==> src/rtl/fight_pkg.sv <==
// Shared action codes, button bit positions and sequencer state encoding for the
// fighting-game input front end.
package fight_pkg;

    localparam int ACT_W = 3;

    localparam logic [ACT_W-1:0] ACT_NONE   = 3'b000;
    localparam logic [ACT_W-1:0] ACT_LEFT   = 3'b001;
    localparam logic [ACT_W-1:0] ACT_RIGHT  = 3'b010;
    localparam logic [ACT_W-1:0] ACT_ATTACK = 3'b011;
    localparam logic [ACT_W-1:0] ACT_DEFEND = 3'b100;

    localparam int BTN_LEFT   = 0;
    localparam int BTN_RIGHT  = 1;
    localparam int BTN_ATTACK = 2;
    localparam int BTN_DEFEND = 3;

    typedef enum logic [1:0] {
        ST_IDLE    = 2'd0,
        ST_COLLECT = 2'd1,
        ST_FIRE    = 2'd2
    } seq_state_t;

endpackage

==> src/rtl/button_debouncer.sv <==
// One raw button: 2-flop synchroniser, stability counter, debounced level and a
// registered one-cycle pulse on each debounced rising edge.
module button_debouncer #(
    parameter int DEBOUNCE_CYCLES = 4
) (
    input  logic clk,
    input  logic resetGame,
    input  logic btn,
    output logic rise
);

    localparam int CW = (DEBOUNCE_CYCLES > 1) ? $clog2(DEBOUNCE_CYCLES) : 1;

    logic          sync_p0;
    logic          sync_p1;
    logic          level;
    logic [CW-1:0] cnt;

    always_ff @(posedge clk) begin
        if (resetGame) begin
            sync_p0 <= 1'b0;
            sync_p1 <= 1'b0;
            level   <= 1'b0;
            cnt     <= '0;
            rise    <= 1'b0;
        end else begin
            sync_p0 <= btn;
            sync_p1 <= sync_p0;
            rise    <= 1'b0;
            // The level flips on the DEBOUNCE_CYCLES-th consecutive disagreeing sample.
            if (sync_p1 == level) begin
                cnt <= '0;
            end else if (cnt == CW'(DEBOUNCE_CYCLES - 1)) begin
                level <= sync_p1;
                cnt   <= '0;
                rise  <= sync_p1;
            end else begin
                cnt <= cnt + 1'b1;
            end
        end
    end

endmodule

==> src/rtl/action_sequencer.sv <==
// Debounces both players' buttons, latches one action per player per round and
// fires a single actionEnable strobe. Round timeout is enabled by ACTION_SEQ_TIMEOUT_EN.
module action_sequencer
    import fight_pkg::*;
#(
    parameter int DEBOUNCE_CYCLES = 4,
    parameter int ROUND_CYCLES    = 16
) (
    input  logic             clk,
    input  logic             resetGame,
    input  logic [3:0]       btn1,
    input  logic [3:0]       btn2,
    input  logic             gameOver,
    output logic [ACT_W-1:0] action1,
    output logic [ACT_W-1:0] action2,
    output logic             actionEnable,
    output logic             pending1,
    output logic             pending2
);

    logic [3:0]       rise1;
    logic [3:0]       rise2;
    logic [ACT_W-1:0] code1;
    logic [ACT_W-1:0] code2;
    logic [ACT_W-1:0] slot1;
    logic [ACT_W-1:0] slot2;
    logic             cap1;
    logic             cap2;
    logic             timeout;
    seq_state_t       state;
    seq_state_t       state_nx;

    function automatic logic [ACT_W-1:0] encode_press(input logic [3:0] r);
        logic [ACT_W-1:0] code;
        code = ACT_NONE;
        if (r[BTN_ATTACK])      code = ACT_ATTACK;
        else if (r[BTN_DEFEND]) code = ACT_DEFEND;
        else if (r[BTN_LEFT])   code = ACT_LEFT;
        else if (r[BTN_RIGHT])  code = ACT_RIGHT;
        return code;
    endfunction

    for (genvar i = 0; i < 4; i++) begin : g_btn
        button_debouncer #(.DEBOUNCE_CYCLES(DEBOUNCE_CYCLES)) u_db1 (
            .clk       (clk),
            .resetGame (resetGame),
            .btn       (btn1[i]),
            .rise      (rise1[i])
        );
        button_debouncer #(.DEBOUNCE_CYCLES(DEBOUNCE_CYCLES)) u_db2 (
            .clk       (clk),
            .resetGame (resetGame),
            .btn       (btn2[i]),
            .rise      (rise2[i])
        );
    end

    always_comb begin
        code1 = encode_press(rise1);
        code2 = encode_press(rise2);
        // A slot being cleared by FIRE counts as empty so a same-cycle press survives.
        cap1  = !gameOver && (code1 != ACT_NONE) && (!pending1 || state == ST_FIRE);
        cap2  = !gameOver && (code2 != ACT_NONE) && (!pending2 || state == ST_FIRE);

        state_nx = state;
        case (state)
            ST_IDLE:    if (cap1 || cap2) state_nx = ST_COLLECT;
            ST_COLLECT: if ((pending1 && pending2) || timeout) state_nx = ST_FIRE;
            ST_FIRE:    state_nx = (cap1 || cap2) ? ST_COLLECT : ST_IDLE;
            default:    state_nx = ST_IDLE;
        endcase
        if (gameOver) state_nx = ST_IDLE;
    end

`ifdef ACTION_SEQ_TIMEOUT_EN
    localparam int TW = $clog2(ROUND_CYCLES);

    logic [TW-1:0] timer;

    always_ff @(posedge clk) begin
        if (resetGame || state != ST_COLLECT || state_nx != ST_COLLECT) begin
            timer <= '0;
        end else begin
            timer <= timer + 1'b1;
        end
    end

    assign timeout = (state == ST_COLLECT) && (timer == TW'(ROUND_CYCLES - 1));
`else
    assign timeout = 1'b0;
`endif

    always_ff @(posedge clk) begin
        if (resetGame || gameOver) begin
            slot1    <= ACT_NONE;
            pending1 <= 1'b0;
        end else if (cap1) begin
            slot1    <= code1;
            pending1 <= 1'b1;
        end else if (state == ST_FIRE) begin
            slot1    <= ACT_NONE;
            pending1 <= 1'b0;
        end
    end

    always_ff @(posedge clk) begin
        if (resetGame || gameOver) begin
            slot2    <= ACT_NONE;
            pending2 <= 1'b0;
        end else if (cap2) begin
            slot2    <= code2;
            pending2 <= 1'b1;
        end else if (state == ST_FIRE) begin
            slot2    <= ACT_NONE;
            pending2 <= 1'b0;
        end
    end

    // Outputs are registered on entry to FIRE so codes and strobe appear together.
    always_ff @(posedge clk) begin
        if (resetGame) begin
            state        <= ST_IDLE;
            actionEnable <= 1'b0;
            action1      <= ACT_NONE;
            action2      <= ACT_NONE;
        end else begin
            state        <= state_nx;
            actionEnable <= (state_nx == ST_FIRE);
            if (state_nx == ST_FIRE) begin
                action1 <= slot1;
                action2 <= slot2;
            end
        end
    end

endmodule
==> config.mk <==
export PLATFORM = sky130hd
export DESIGN_NAME = action_sequencer
export DESIGN_NICKNAME = d
export VERILOG_FILES = /design/src/rtl/fight_pkg.sv /design/src/rtl/button_debouncer.sv /design/src/rtl/action_sequencer.sv
export SDC_FILE = /design/constraint.sdc
export NUM_CORES = 1
export LEC_CHECK = 0
export ABC_AREA = 1
export ABC_CLOCK_PERIOD_IN_PS = 2200
export CAP_MARGIN = 20
export CORE_UTILIZATION = 60
export DETAILED_ROUTE_END_ITERATION = 16
export GPL_ROUTABILITY_DRIVEN = 0
export GPL_TIMING_DRIVEN = 0
export PLACE_DENSITY = 0.82
export SYNTH_ARGS = -nofsm -noshare
export SYNTH_HDL_FRONTEND = slang
export SYNTH_SLANG_ARGS = --single-unit
==> constraint.sdc <==
create_clock -name clk -period 2.2 [get_ports clk]
set_input_delay 0.22 -clock clk [delete_from_list [all_inputs] [get_ports clk]]
set_output_delay 0.22 -clock clk [all_outputs]
set_load 0.05 [all_outputs]
== Yosys cells after proc, flatten, opt, wreduce, memory -nomap -nowiden ==
Index checks and enable logic that the tools add are counted.

* Add/subtract/negate cells: 8
* Equality and inequality tests: 19
* Multiplexer cells: 19
* Bitwise logic cells: 16
* Reduce and logical (&&, ||, !) cells: 41

{| class="wikitable"
|+ Operators by type and width
! operator !! count
|-
| 3-bit OR reduction || 16
|-
| 3-bit two-way mux || 7
|-
| 2-bit == test, second input constant || 10
|-
| 2-bit by 1-bit adder with 2-bit output, second input constant || 8
|-
| 1-bit NOT || 16
|-
| 2-bit AND reduction || 8
|-
| 2-bit two-way mux || 7
|-
| 1-bit == test || 8
|-
| 2-bit one-hot mux with 3 select lines || 1
|-
| 3-bit nonzero test || 2
|-
| 1-bit logical AND || 5
|-
| 1-bit logical OR || 4
|-
| 1-bit two-way mux || 4
|-
| 2-bit nonzero test || 2
|-
| 1-bit zero test || 3
|-
| 2-bit by 1-bit == test with 1-bit output, second input constant || 1
|-
| 2-bit zero test || 1
|}

* Flip-flop bits (word level): 65
* Input bits: 11

== Depth between registers and ports, before layout ==
Gate-level depths: netlist of the first run.

* Depth in word-level cells: 12
* Depth in mapped cells: 7
* Mapped depth without buffers: 7

== By module ==
From an unflattened synthesis of the first run, not the netlist that was laid out.

* Cell total of the unflattened synthesis: 293
* Area, all modules: 2,427.3 µm²

{| class="wikitable"
|+ By module, submodules not included
! module !! instances !! cells an instance !! area each (µm²) !! sequential area each (µm²)
|-
| button_debouncer || 8 || 25 || 212.7 || 120.1
|-
| action_sequencer || 1 || 93 || 725.7 || 340.3
|}

== Least setup slack after synthesis of the first run ==
Ideal clock, no wire load.

* Path type: reg-to-reg
* From: register pending2
* To: register action1[0]
* Setup time: 0.116 ns
* Arrival time: 1.331 ns
* Required time: 2.084 ns
* Path slack: 0.753 ns
* Stages on the path, launching flop included: 6
* Clock period less this slack: 1.447 ns
* Cells stage by stage: dfxtp_1 nand2_1 nor3_4 inv_2 nor2_1 nor2_1

* Cells in the longest elaborated chain, start to end: 8
* Elaborated cells between the ends (all ways): 11
* Classes of those cells: 1 x eq/ne; 5 x mux; 5 x reduce/logical

{| class="wikitable"
|+ RTL lines
! element !! RTL line !! RTL
|-
| start: declaration || action_sequencer.sv:18 || <nowiki>output logic pending2</nowiki>
|-
| start signal: assignment || action_sequencer.sv:109 || <nowiki>pending2 <= 1'b0;</nowiki>
|-
| start signal: assignment || action_sequencer.sv:112 || <nowiki>pending2 <= 1'b1;</nowiki>
|-
| start signal: assignment || action_sequencer.sv:115 || <nowiki>pending2 <= 1'b0;</nowiki>
|-
| 1-bit zero test || action_sequencer.sv:63 || <nowiki>cap2 = !gameOver && (code2 != ACT_NONE) && (!pending2 || state == ST_FIRE);</nowiki>
|-
| 1-bit logical OR || action_sequencer.sv:63 ||
|-
| 1-bit logical AND || action_sequencer.sv:63 ||
|-
| 1-bit logical OR || action_sequencer.sv:67, action_sequencer.sv:69 ||
|-
| 1-bit two-way mux or 2-bit two-way mux (tied branches) || action_sequencer.sv:69, action_sequencer.sv:67 ||
|-
| 2-bit one-hot mux with 3 select lines * || action_sequencer.sv:66 || <nowiki>case (state)</nowiki>
|-
| 2-bit two-way mux * || action_sequencer.sv:72 || <nowiki>if (gameOver) state_nx = ST_IDLE;</nowiki>
|-
| 2-bit == test * || action_sequencer.sv:129 || <nowiki>if (state_nx == ST_FIRE) begin</nowiki>
|-
| end signal: assignment || action_sequencer.sv:130 || <nowiki>action1 <= slot1;</nowiki>
|-
| end: declaration || action_sequencer.sv:14 || <nowiki>output logic [ACT_W-1:0] action1,</nowiki>
|}

Every way passes the cells marked *; elsewhere a longest branch is shown, timed or not.
A chain may end at the register's enable or synchronous reset.

== Worst setup path after layout of the first run ==
* From: register pending2
* To: output port pending2

No word-level cell between the ends.

==> results.toml, run 1 <==
[status]
outcome = "finished clean"

[timing]
setup_violations = 0
worstMarginPinSlew_ps = 496
clock_skew_ps = 3.66
drv_slew = 0
relSlewSlack_pct = 66.8
period_needed_ps = 1750
fin_crit_sh_pct = 79.4
rsz0062_at_grt = "no"
fin_ws_ps = 454
hold_viol = 0
fmax_mhz = 573
finalSetupTns_ps = 0

[drt]
routed_wl_um = 3520
dr.first_iter.drc_count = 102
drcViolationCount = 0
ant_nets = 0
num_vias = 1710
via_per_inst = 4.80
wl_per_cell_um = 9.90
first_pass_iters = 4

[global_routing]
antenna_found_initial = 0
grt_usage_pct = 21.7
grt_max_degree = 11
gr-total-overflow = 0
grt_pass1_wl_um = 6560
first_global_vias = 1579

[cells_and_area]
final_nets = 324
nFillCells = 277
area_growth_pct = 17.6
diodes = 0
drive_gt1_share_pct = 9.09

[flow_run]
drv_cap = 0

[clocking]
cts_hold_buf = 0
post_cts_resized = 0
cts_tree = "built"
clkSinkCount = 65
htree_levels = 3
clk_latency_ps = 330
clk_pin_slew_ps = 60
cts_buffers = 9
cts-root-buf = "clkbuf_8"
cts_buffer_depth = 2
postCtsSetupBuffers = 0

[critical_path]
path_delay_family = "buffers and inverters"
cp-start-kind = "flip-flop"
crit_slowest_cell = "clkdlybuf4s50_1"
max_stage_delay_ps = 820
worstPathRequired_ps = 1980
cp_data_arrival_time_ps = 1530
path_cells = "clkdlybuf4s50_1"
crit_cells = 1
crit_path_end_kind = "output port"
cp_max_fo = 4
crit_type = "flip-flop to output port"
worst-path-buf-inv = 1
ff2ff_path_depth = 5

[placement]
port_buffers = 18
dp_hpwl_um = 2480
pre_cts_ws_ps = 689

[floorplan]
rows = 22
die_y_um = 63.8
die-area_um2 = 4070
io_pins = 20
initial_core_util_pct = 62.6
die_width_um = 63.8
coreArea_um2 = 3660

[synth]
synth_nets = 295
syn_area_um2 = 2290
synth_cells = 276
synthDistinctLibCells = 18
ys_seq_elements = 65
ys_warn_count = 0
syn_avg_cell_area_um2 = 8.31
yosysSeqAreaShare_pct = 56.7

[power_and_ir_drop]
ir_worst_vdd_uv = 631
combinationalPowerShare_pct = 3.4
p_per_area_nw_per_um2 = 785
switching_share_pct = 20.2
p_int_w = 0.00169
power_w = 0.00212
pwr-share-seq_pct = 56.8
clockPowerShare_pct = 39.8
p_sw_w = 0.000429
power.leakage_nw = 1.23

[worst_hold_path]
worstHoldPathType = "primary input to flip-flop"
hold_depth = 4
## per-layer routing
layer	GRT usage (%)	routed length, um	vias up
met5	0	0	-
met4	13.4	87	0
met3	8.21	153	11
met2	34.4	1580	34
met1	24.4	1700	741
li1	-	-	924
## kinds of logic (layout without fill, tap and decap cells)
logic type	Yosys count	count (layout)	share of synthesized area, %
AOI/OAI and AO/OA	20	20	4.36
adders and majority gates	8	8	4.36
buffers and inverters	39	71	6.98
DFF	65	65	56.7
and+or+nand+nor	144	144	27.6
## through the flow
stage          cells  hold WS, ps  utilization (%)  instance area (um^2)
6_report         356          323             73.7                  2700
4_1_cts          356          320             73.7                  2700
3_3_place_gp     342          389             69.2                  2530
3_5_place_dp     342          393             69.2                  2530
2_1_floorplan    276          327                -                  2290
5_1_grt          356          338             73.7                  2700
## cell type report
type / count / area [um^2] / share of cell area [%]
tap: 48 / 60.1 / 2.23
inverter: 35 / 131 / 4.87
clock buffer: 14 / 163 / 6.03
timing repair buffer: 18 / 180 / 6.68
buffer: 4 / 28.8 / 1.07
multi-input combinational: 172 / 832 / 30.9
sequential: 65 / 1300 / 48.3
## synth_stat cells (all sizes together)
library cell  instances  area, um^2
nor2                 68         255
dfxtp                65        1300
nand2                35         139
inv                  34         128
nand3                31         165
a21oi                11        55.1
o21ai                 9        45.0
ha                    8         100
or2                   8        50.1
buf                   4        28.8
clkinv                1        3.75
nand4                 1        6.26
nor3                  1        16.3
## cells in the final DEF (no fill, tap or decap)
master,synthesis,final
a21oi_1,11,11
buf_2,2,2
buf_4,1,1
buf_6,1,1
clkbuf_1,0,3
clkbuf_8,0,11
clkdlybuf4s50_1,0,18
clkinv_1,1,1
dfxtp_1,65,65
ha_1,8,8
inv_1,33,33
inv_2,1,1
nand2_1,34,34
nand2_4,1,1
nand3_1,29,29
nand3_2,2,2
nand4_1,1,1
nor2_1,68,68
nor3_4,1,1
o21ai_0,9,9
or2_2,8,8
## power by group through the flow
stage,logic (W),registers (W),clock network [W]
after floorplan,0.0000437,0.00123,0
final,0.0000710,0.00120,0.000843
after detailed placement,0.0000712,0.00123,0
after global placement,0.0000693,0.00123,0
after CTS,0.0000721,0.00120,0.000857
after global routing,0.0000829,0.00120,0.000925
## state kept, by name (all words and copies together) (netlist names), 2 cells and up
| name | count |
|---|---|
| g_btn.u_db2.rise | 4 |
| g_btn.u_db2.level | 4 |
| g_btn.u_db2.sync_p1 | 4 |
| g_btn.u_db1.sync_p0 | 4 |
| g_btn.u_db1.level | 4 |
| state | 2 |
| slot2 | 3 |
| g_btn.u_db1.sync_p1 | 4 |
| g_btn.u_db2.cnt | 8 |
| action1 | 3 |
| g_btn.u_db1.cnt | 8 |
| action2 | 3 |
| g_btn.u_db2.sync_p0 | 4 |
| g_btn.u_db1.rise | 4 |
| slot1 | 3 |
## final timing paths
check	start	to	slack, ps
worst max register to register	pending2	action2[1]	1000
worst min register to register	g_btn[0].u_db1.sync_p0	g_btn[0].u_db1.sync_p1	400
worst min-delay path	resetGame	g_btn[3].u_db1.level	320
worst max-delay path	pending2	pending2	450
Note: power is estimated with default switching activity, not from simulation.
==> run 2: changes to the inputs <==
--- a/config.mk
+++ b/config.mk
@@ -6,13 +6,13 @@
 export NUM_CORES = 1
 export LEC_CHECK = 0
 export ABC_AREA = 1
-export ABC_CLOCK_PERIOD_IN_PS = 2200
+export ABC_CLOCK_PERIOD_IN_PS = 1700
 export CAP_MARGIN = 20
-export CORE_UTILIZATION = 60
+export CORE_UTILIZATION = 56
 export DETAILED_ROUTE_END_ITERATION = 16
 export GPL_ROUTABILITY_DRIVEN = 0
 export GPL_TIMING_DRIVEN = 0
-export PLACE_DENSITY = 0.82
+export PLACE_DENSITY = 0.78
 export SYNTH_ARGS = -nofsm -noshare
 export SYNTH_HDL_FRONTEND = slang
 export SYNTH_SLANG_ARGS = --single-unit
==> constraint.sdc (replaced) <==
create_clock -name clk -period 1.7 [get_ports clk]
set_input_delay 0.17 -clock clk [delete_from_list [all_inputs] [get_ports clk]]
set_output_delay 0.17 -clock clk [all_outputs]
set_load 0.05 [all_outputs]
==> run 2 against run 1 <==
Net effect: sequential share of layout area is 0.49 points lower; sequential power is 30% higher; combinational power is 31% higher; critical endpoint is now actionEnable.
==> results.toml, run 2 (same netlist as run 1, synthesis figures left out) <==
[clocking]
clk_pin_slew_ps = 60
postCtsSetupBuffers = 0
cts_tree = "built"
htree_levels = 3
clkSinkCount = 65
clk_latency_ps = 340
cts-root-buf = "clkbuf_8"
cts_buffers = 9
cts_buffer_depth = 2
cts_hold_buf = 0

[global_routing]
first_global_vias = 1587
grt_max_degree = 11
gr-total-overflow = 0
antenna_found_initial = 0
grt_pass1_wl_um = 6560
grt_usage_pct = 20.9

[critical_path]
path_delay_family = "buffers and inverters"
path_cells = "clkdlybuf4s50_1"
max_stage_delay_ps = 810
cp_data_arrival_time_ps = 1470
cp-start-kind = "flip-flop"
worstPathRequired_ps = 1530
crit_path_end_kind = "output port"
crit_slowest_cell = "clkdlybuf4s50_1"
cp_max_fo = 1
worst-path-buf-inv = 1
crit_type = "flip-flop to output port"

[placement]
dp_hpwl_um = 2590
placedCellCount = 342
pre_cts_ws_ps = 225
port_buffers = 18

[drt]
routed_wl_um = 3830
wl_per_cell_um = 10.7
num_vias = 1758
via_per_inst = 4.91
dr.first_iter.drc_count = 78
drcViolationCount = 0
ant_nets = 0
first_pass_iters = 4

[floorplan]
die-area_um2 = 4360
coreArea_um2 = 3800
rows = 22
die_width_um = 66.0
die_y_um = 66.0
initial_core_util_pct = 60.4
io_pins = 20

[timing]
fin_crit_sh_pct = 96.6
finalSetupTns_ps = 0
relSlewSlack_pct = 66.2
clock_skew_ps = 4.17
setup_violations = 0
hold_viol = 0
drv_slew = 0
fmax_mhz = 609
fin_ws_ps = 57.2
holdWs_ps = 276
period_needed_ps = 1640
rsz0062_at_grt = "no"
worstMarginPinSlew_ps = 506

[worst_hold_path]
worstHoldPathType = "primary input to flip-flop"

[flow_run]
drv_cap = 0

[power_and_ir_drop]
p_per_area_nw_per_um2 = 1060
power.leakage_nw = 1.26
ir_worst_vdd_uv = 625

[cells_and_area]
stdcell_count = 358
drive_gt1_share_pct = 10.3
top_regs = "g_btn.u_db1.cnt (8), g_btn.u_db2.cnt (8)"
layout_common_cells = "nor2_1, dfxtp_1, nand2_1"
final_common_cell = "nor2_1"
area_growth_pct = 18.8
diodes = 0
final_nets = 324

[status]
outcome = "finished clean"
[run 2: layout make-up]
cell class              instances  area (um^2)
multi-input cells             172          832
inverters                      35          131
fillers                       295         1070
flip-flops and latches         65         1300
repair buffers                 18          178
clock inverters                 2         10.0
well taps                      48         60.1
plain buffers                   4         28.8
clock buffers                  14          183
[run 2: final timing paths]
| path | startpoint | slack, ps | end | depth (start not counted) |
|---|---|---|---|---|
| max | actionEnable | 60 | actionEnable | 1 |
| min | resetGame | 280 | g_btn[2].u_db1.level | 4 |
| max reg2reg | pending2 | 470 | action2[1] | 5 |
| min reg2reg | g_btn[2].u_db2.sync_p0 | 400 | g_btn[2].u_db2.sync_p1 | 2 |
[run 2: through the flow]
step	total power [W]	utilization, %	cell area, um^2
after global placement	0.00168	66.7	2530
after global routing	0.00299	71.7	2720
after CTS	0.00291	71.7	2720
final	0.00288	71.7	2720
after floorplan	0.00164	-	2290
after detailed placement	0.00168	66.7	2530
[run 2: power by group]
group,switching (W),internal (W)
Sequential,0.0000106,0.00155
Clock,0.000541,0.000684
Combinational,0.0000497,0.0000434
Total,0.000602,0.00227
[run 2: what timing repair did]
| item | 4_1_cts | 5_1_grt |
|---|---|---|
| endpoints found under the hold margin | 0 | 0 |
| endpoints found under the setup margin | 2 | 0 |
| gates resized for setup | 2 | 0 |
[run 2: layer usage]
layer / GRT usage [%] / routed length [um] / part of all wire [%] / vias to the layer above
met5: 0 / 0 / 0 / -
met4: 15.7 / 117 / 3.1 / 0
met3: 5.17 / 174 / 4.5 / 11
met2: 34.2 / 1790 / 47 / 49
met1: 23.3 / 1750 / 46 / 774
li1: - / - / - / 924
==> run 3: changes to the inputs <==
--- a/config.mk
+++ b/config.mk
@@ -8,11 +8,13 @@
 export ABC_AREA = 1
 export ABC_CLOCK_PERIOD_IN_PS = 1700
 export CAP_MARGIN = 20
-export CORE_UTILIZATION = 56
+export CORE_MARGIN = 2
+export CORE_UTILIZATION = 61
 export DETAILED_ROUTE_END_ITERATION = 16
+export DONT_BUFFER_PORTS = 1
 export GPL_ROUTABILITY_DRIVEN = 0
 export GPL_TIMING_DRIVEN = 0
-export PLACE_DENSITY = 0.78
+export PLACE_DENSITY = 0.77
 export SYNTH_ARGS = -nofsm -noshare
 export SYNTH_HDL_FRONTEND = slang
 export SYNTH_SLANG_ARGS = --single-unit
==> run 3 against run 2 <==
Net effect: wire length increased by 2.6%; first-iteration DRC count grew 53%; fmax increased by 12%; combinational power decreased by 8.9%; power is 4.7% higher; highest routed layer unchanged.
==> results.toml, run 3 (same netlist as run 1, synthesis figures left out) <==
[status]
outcome = "finished clean"

[global_routing]
first_global_vias = 1675
gr-total-overflow = 0
grt_pass1_wl_um = 6890
grt_max_degree = 11
grt_usage_pct = 22.2
antenna_found_initial = 0

[drt]
drcViolationCount = 0
via_per_inst = 4.89
routed_wl_um = 3930
ant_nets = 0
wl_per_cell_um = 11.3
num_vias = 1697
first_pass_iters = 4
dr.first_iter.drc_count = 119

[floorplan]
initial_core_util_pct = 63.1
io_pins = 20
die_width_um = 65.3
die-area_um2 = 4270
rows = 22
die_y_um = 65.3
coreArea_um2 = 3630

[power_and_ir_drop]
p_sw_w = 0.000599
combinationalPowerShare_pct = 2.8
ir_worst_vdd_uv = 741
p_int_w = 0.00241
clockPowerShare_pct = 45.4
pwr-share-seq_pct = 51.7
p_per_area_nw_per_um2 = 1140
switching_share_pct = 19.9
power.leakage_nw = 1.23

[cells_and_area]
final_common_cell = "nor2_1"
layout_common_cells = "nor2_1, dfxtp_1, nand2_1"
drive_gt1_share_pct = 11.4
top_regs = "g_btn.u_db1.cnt (8), g_btn.u_db2.cnt (8)"
fin_util_pct = 72.9
stdcell_count = 347
diodes = 0
nFillCells = 285
area_growth_pct = 15.5
final_nets = 314
final_cell_area_um2 = 2650

[critical_path]
crit_type = "flip-flop to flip-flop"
cp_max_fo = 8
cp-start-kind = "flip-flop"
path_cells = "nand2_1 > nor3_4 > inv_2 > nor2_1 > nor2_1"
worstPathRequired_ps = 1930
max_stage_delay_ps = 520
crit_start = "pending2"
r2r-start = "pending2"
ff2ff_path_depth = 5
cpMostUsedCell = "nor2_1"
reg2reg_slack_ps = 230
crit_path_end_kind = "flip-flop"
crit_slowest_cell = "dfxtp_2"
cp_data_arrival_time_ps = 1700
rr_endpoint = "action1[0]"

[timing]
clock_skew_ps = 9.26
fin_crit_sh_pct = 86.2
relSlewSlack_pct = 65.8
fmax_mhz = 682
worstMarginPinSlew_ps = 512
hold_viol = 0
setup_violations = 0
drv_slew = 0
period_needed_ps = 1470
rsz0062_at_grt = "no"
finalSetupTns_ps = 0
holdWs_ps = 44.6

[clocking]
clk_latency_ps = 340
cts_buffer_depth = 2
htree_levels = 3
clk_pin_slew_ps = 70
cts-root-buf = "clkbuf_8"
cts_tree = "built"
cts_buffers = 9
clkSinkCount = 65

[flow_run]
drv_cap = 0

[worst_hold_path]
worstHoldPathType = "primary input to flip-flop"
hp-start = "gameOver"
hold_depth = 3
min_to = "slot2[0]"

[placement]
dp_hpwl_um = 2500
post_dp_cell_area_um2 = 2350
port_buffers = 0
placedCellCount = 324
==> run 3: cell types whose count changed in the layout (fill, tap and decap cells not counted), moves of 2 or more <==
| cell | delta |
|---|---|
| dfxtp_1 | -2 |
| clkdlybuf4s50_1 | -16 |
| dlygate4sd3_1 | +8 |
| dlygate4sd2_1 | -2 |
| dfxtp_2 | +2 |
==> run 3: power by group through the flow <==
| stage | clock network (W) | logic, W | registers, W |
|---|---|---|---|
| after floorplan | 0 | 0.0000565 | 0.00159 |
| after global placement | 0 | 0.0000679 | 0.00159 |
| after detailed placement | 0 | 0.0000709 | 0.00159 |
| after CTS | 0.00140 | 0.0000857 | 0.00156 |
| after global routing | 0.00148 | 0.0000981 | 0.00156 |
| final | 0.00137 | 0.0000848 | 0.00156 |
==> run 3: how the worst max path moves through the flow <==
stage / to
global placement: action2[2]
global route: action1[0]
detailed placement: action1[0]
CTS: action1[0]
finish: action1[0]
floorplan: action1[0]
==> run 3: critical path: cells and delay by family (launching register included) <==
kind                   cells  cell delay (ps)
and+or+nand+nor            4              670
DFF                        1              520
buffers and inverters      1              160
==> run 3: per-stage QoR <==
stage	total power, W	worst slack, ps
after global routing	0.00314	98.5
after detailed placement	0.00166	13.6
after floorplan	0.00164	253
after global placement	0.00166	14.1
after CTS	0.00304	10.6
final	0.00301	234
==> run 3: layout make-up <==
class                           count  area, um^2  area share (%)
Multi-Input combinational cell    172         832            31.4
Clock inverter                      2        35.0            1.32
Inverter                           35         131            4.96
Sequential cell                    65        1300            49.2
Clock buffer                       13         179            6.75
Timing Repair Buffer                8        80.1            3.02
Buffer                              4        28.8            1.09
Tap cell                           48        60.1            2.27
==> run 3: per-layer routing <==
layer / vias up / track usage (%) / wire length, um
met2: 44 / 36.9 / 1860
met1: 748 / 22.6 / 1750
li1: 901 / - / -
met4: 0 / 13.3 / 62
met3: 4 / 10.6 / 246
met5: - / 0 / 0
==> run 3: repair_timing <==
action,CTS,global route
endpoints found under the setup margin,1,6
hold endpoints to repair,8,0
pin swaps,0,0
hold buffers,8,0
gates resized for setup,1,1
setup buffers,0,0
